===== config.mk =====
export PLATFORM = sky130hd
export DESIGN_NAME = spike_rate_decoder
export DESIGN_NICKNAME = d
export VERILOG_FILES = /design/src/rtl/spike_rate_decoder.sv
export SDC_FILE = /design/constraint.sdc
export NUM_CORES = 1
export LEC_CHECK = 0
export CORE_ASPECT_RATIO = 1.1
export CORE_UTILIZATION = 50
export CTS_CLUSTER_SIZE = 8
export DETAILED_ROUTE_END_ITERATION = 10
export DONT_BUFFER_PORTS = 1
export GPL_ROUTABILITY_DRIVEN = 0
export GPL_TIMING_DRIVEN = 0
export PLACE_DENSITY_LB_ADDON = 0.12
export SLEW_MARGIN = 40
export SYNTH_ARGS = -nofsm -noshare
export SYNTH_HDL_FRONTEND = slang
export SYNTH_SLANG_ARGS = --single-unit

===== constraint.sdc =====
create_clock -name clk -period 3.07 [get_ports clk]
set_input_delay 0.4605 -clock clk [delete_from_list [all_inputs] [get_ports clk]]
set_output_delay 0.4605 -clock clk [all_outputs]
set_load 0.05 [all_outputs]

===== src/rtl/spike_rate_decoder.sv =====
// Spike-train decoder: counts rising edges of an LIF spike level over fixed
// windows (rate, valid/ready output) and measures inter-spike intervals.
module spike_rate_decoder #(
    parameter int CNT_W = 8
) (
    input  logic             clk,
    input  logic             rst,
    input  logic             enable,
    input  logic             spike_in,
    input  logic [CNT_W-1:0] win_len,
    output logic [CNT_W-1:0] rate_out,
    output logic             rate_valid,
    input  logic             rate_ready,
    output logic [CNT_W-1:0] isi_out,
    output logic             isi_valid,
    output logic             overrun
);

    typedef enum logic {IDLE, COUNT} state_t;

    localparam logic [CNT_W-1:0] CNT_MAX = '1;
    localparam logic [CNT_W-1:0] CNT_ONE = 1;
    localparam logic [CNT_W:0]   WIN_ONE = 1;

    state_t           state, state_nxt;
    logic             spike_prev;
    logic             spike_event;
    logic             active;
    logic             win_end;
    logic             handshake;
    logic [CNT_W:0]   win_lat;
    logic [CNT_W:0]   win_len_eff;
    logic [CNT_W-1:0] win_cnt;
    logic [CNT_W-1:0] spike_cnt;
    logic [CNT_W-1:0] result;
    logic [CNT_W-1:0] isi_cnt;
    logic             isi_armed;

    assign spike_event = spike_in & ~spike_prev;
    assign active      = (state == COUNT) && enable;
    // win_lat is one bit wider so that win_len=0 can stand for a full 2^CNT_W window
    assign win_len_eff = (win_len == '0) ? {1'b1, {CNT_W{1'b0}}} : {1'b0, win_len};
    assign win_end     = active && ({1'b0, win_cnt} == (win_lat - WIN_ONE));
    assign result      = (spike_event && spike_cnt != CNT_MAX) ? spike_cnt + CNT_ONE : spike_cnt;
    assign handshake   = rate_valid && rate_ready;

    always_ff @(posedge clk or posedge rst) begin
        if (rst) spike_prev <= 1'b0;
        else     spike_prev <= spike_in;
    end

    always_ff @(posedge clk or posedge rst) begin
        if (rst) state <= IDLE;
        else     state <= state_nxt;
    end

    always_comb begin
        state_nxt = state;
        case (state)
            IDLE:    if (enable)  state_nxt = COUNT;
            COUNT:   if (!enable) state_nxt = IDLE;
            default: state_nxt = IDLE;
        endcase
    end

    // Window and spike counters; each window end re-arms the next window back-to-back
    always_ff @(posedge clk or posedge rst) begin
        if (rst) begin
            win_lat   <= '0;
            win_cnt   <= '0;
            spike_cnt <= '0;
        end else if (state == IDLE) begin
            if (enable) begin
                win_lat   <= win_len_eff;
                win_cnt   <= '0;
                spike_cnt <= '0;
            end
        end else if (enable) begin
            if (win_end) begin
                win_lat   <= win_len_eff;
                win_cnt   <= '0;
                spike_cnt <= '0;
            end else begin
                win_cnt   <= win_cnt + CNT_ONE;
                spike_cnt <= result;
            end
        end
    end

    always_ff @(posedge clk or posedge rst) begin
        if (rst) begin
            rate_out   <= '0;
            rate_valid <= 1'b0;
            overrun    <= 1'b0;
        end else if (win_end) begin
            rate_out   <= result;
            rate_valid <= 1'b1;
            if (rate_valid && !rate_ready) overrun <= 1'b1;
        end else if (handshake) begin
            rate_valid <= 1'b0;
        end
    end

    // Leaving COUNT (or never being in it) disarms, so the next first spike only arms
    always_ff @(posedge clk or posedge rst) begin
        if (rst) begin
            isi_cnt   <= '0;
            isi_armed <= 1'b0;
            isi_out   <= '0;
            isi_valid <= 1'b0;
        end else begin
            isi_valid <= 1'b0;
            if (!active) begin
                isi_cnt   <= '0;
                isi_armed <= 1'b0;
            end else if (spike_event) begin
                if (isi_armed) begin
                    isi_out   <= (isi_cnt == CNT_MAX) ? CNT_MAX : isi_cnt + CNT_ONE;
                    isi_valid <= 1'b1;
                end
                isi_cnt   <= '0;
                isi_armed <= 1'b1;
            end else if (isi_cnt != CNT_MAX) begin
                isi_cnt <= isi_cnt + CNT_ONE;
            end
        end
    end

endmodule


==> summary.md <==
| Metric | Value |
|---|---|
| First-pass DRT Iterations | 4 |
| Reg area | 1376 sq um |
| # setup viols final | 0 |
| Status | complete, no violations |
| Critical Path Source Type | register |
| Via/cell ratio | 5.856 |
| CTS tree | done |
| Maxcap violations | 0 |
| CP Buf/Inv Count | 3 |
| Worst-Skew Late Latency | ~0.31 ns |
| Post-Route WL | just over 6 mm |
| Final hold vios | 0 |
| Initial Utilization | 52.96% |
| Post-Syn Area | around 2900 sq um |
| Worst slew pin tran | 0.5302 ns |
| Htree depth | 2 |
| P&R area growth vs syn | 7.775% |
| Crit-path max FO | 10 |
| Commonest non-fill, non-tap cell in the layout | dfrtp_1 |
| Critical Path Sink Type | register |
| Setup Crit Path Kind | register to register |
| Register clock-pin slew on the reported worst setup and hold paths | 0.10 ns |
| Hpwl dp | 4.348 mm |
| Die X | 74.78 microns |
| Number of flops mapped to enable cells by yosys | 0 |
| RSZ-0062 raised after global routing | no |
| Clock Tree Buf Depth | 2 |
| Count of pins over their slew limit | 0 |
| Setup bufs post-CTS | 0 |
| Rel. slew slack | 64.65% |
| Ratio of cells with drive above 1 in the final layout | 7.309% |
| Height of the die | 82.05 microns |
| CP top delay family | simple AND/OR/NAND/NOR gates |
| Mean Syn Cell Area | between 10 and 15 sq um |
| Core Util, Final | 57.07% |
| Area occupied by multi-input gates | 1420 sq um |
| Largest area contributor in the netlist | dfrtp_1 |
| Total of warnings raised by yosys | 0 |
| Top-area cell type share of the netlist area | 47.25% |
| Clock skew | 0.004493 ns |
| Yosys reg bits | 55 |
| Initial antenna violation count | 0 |
| Post-route minimum period | 2.812 ns |
| GRT Overall Usage | between 20% and 30% |
| Clk root buf | clkbuf_8 |
| # diodes | 0 |
| DR iter-0 viols | approximately 150 |
| Sum of negative setup slack | 0 ns |
| Site row count | 28 |
| Post-synthesis net count | between 300 and 400 |
| Post-synth ARST share | between 90% and 100% |
| Fillers | 518 |
| Fmax | 0.3557 GHz |
| Vias post-DR | 2202 |
| Worst path required time | 3.27 ns |
| Core footprint | 5500 sq um |
| Top FF cell, synth | dfrtp_1 |
| Slowest-stage cell, CP | dfrtp_1 |
| Peak VDD IR | 0.2811 mV |
| Vias in the first global route | 2039 |
| Final nets | 317 |
| IO Count | 32 |
| Total gr overflow | 0 |
| Seq/Total Area, Yosys | a little under half |
| Wire length per cell after detailed routing | 16.09 microns |
| Clock sinks | 55 |
| Distinct cells, synth | 52 |
| Global-route wire length before repair | 10.07 mm |
| Hold Path Class | primary input to register |
| Largest net degree at the start of global routing | 29 |
| Commonest cells after routing, fill and taps aside | 55 x dfrtp_1, 25 x nand2_1, 19 x nor2_1, 15 x xnor2_1, 13 x o21ai_0 |
| CP arrival | between 3 and 4 ns |
| Slowest Stage Delay on Critical Path | 0.44 ns |
| Synth area leaders | dfrtp_1 47%, xnor2_1 4.5%, nand2_1 3.2% |
| Total CTS buffers | 5 |
| IO buf count | 0 |
| Fin crit share | 91.59% |
| Post-route DRC | 0 |
| Leak pwr | 1.432 nW |
| Gate Count Post-Synth | 291 |
| CP Cell Sequence | inv_1 -> ha_1 -> clkbuf_1 -> nor2b_1 -> or3_1 -> a31oi_1 -> nand4_1 -> nor2_4 -> buf_6 -> mux2_1 |
| Total die area | just over 6000 sq um |
| Detail Route Antenna Nets | 0 |
| Pwr/cell area | 472.7 nW/um^2 |
worst register-to-register path: stages (launching register included):
cell and delay, ns:
dfrtp_1 0.44, inv_1 0.06, ha_1 0.19, clkbuf_1 0.18
nor2b_1 0.17, or3_1 0.34, a31oi_1 0.16, nand4_1 0.31
nor2_4 0.31, buf_6 0.20, mux2_1 0.33
flip-flops by register name, summed over array words and instances (netlist names):
register    cells
spike_cnt       8
overrun         1
isi_armed       1
rate_valid      1
isi_cnt         8
spike_prev      1
state           1
isi_out         8
win_cnt         8
rate_out        8
win_lat         9
isi_valid       1
layer usage:
layer  share of wire (%)  global-route usage (%)  up-vias  wire, microns
met4                 1.2                   5.849        0             70
met2                  46                   33.69       37           2765
met5                   0                       0        -              0
li1                    -                       -     1074              -
met3                 4.4                   4.049        6            264
met1                  49                   31.25     1085           2949
layout make-up:
type | instances | area share [%]
clock inverters | 1 | 0.2790
plain buffers | 16 | 2.312
multi-input cells | 207 | 45.24
repair buffers | 2 | 0.9566
clock buffers | 7 | 2.750
flip-flops and latches | 55 | 43.84
inverters | 13 | 1.634
well taps | 75 | 2.989
kinds of logic after synthesis:
group | after synthesis | synth area share [%]
XOR/XNOR | 22 | 6.615
AND/OR/NAND/NOR | 98 | 17.35
buffers and inverters | 29 | 4.167
flip-flops | 55 | 47.25
multiplexers | 10 | 3.780
AO/OA/AOI/OAI | 73 | 19.12
adder cells (fa/ha/maj) | 4 | 1.718
where the power goes:
part	switching [mW]	leakage, nW	internal, mW
sequential	0.0813	0.744	0.763
combinational	0.127	0.639	0.0958
clock	0.232	0.0484	0.185
total	0.440	1.43	1.04
final timing paths:
path | startpoint | endpoint | slack [ns] | cells past startpoint
max | win_lat[0] | rate_out[0] | 0.26 | 10
min | enable | state | 0.17 | 0
max reg2reg | win_lat[0] | rate_out[0] | 0.26 | 10
min reg2reg | isi_armed | isi_armed | 0.50 | 1
max in group asynchronous | rst | rate_out[6] | 2.00 | 3
min in group asynchronous | rst | isi_out[1] | 0.61 | 2
Yosys cell counts (all sizes together), types with 5 or more instances:
library cell,n
nand3,12
a21oi,8
xor2,7
o21ai,16
nor2,20
inv,13
dfrtp,55
and3,7
o2bb2ai,5
clkbuf,11
o211a,6
nand2,25
nor3,5
buf,5
mux2,8
nor2b,6
xnor2,15
a31o,8
what timing repair did:
item,in CTS,in global routing
gates resized for setup,0,1
hold endpoints to repair,1,0
hold buffers,1,0
endpoints found under the setup margin,0,3
through the flow:
step	std cells	worst slack [ns]	hold WS, ns	total power, mW	area, sq um
finish	376	0.2583	0.1716	1.484	3139
global route	376	0.01276	0.1527	1.563	3139
CTS	376	0.1696	0.1598	1.502	3134
detailed placement	367	0.1919	0.3419	1.080	3029
global placement	366	0.2128	0.4722	1.072	3007
floorplan	291	0.5614	0.4638	1.024	2913
Power figures use the tool's default switching activity.
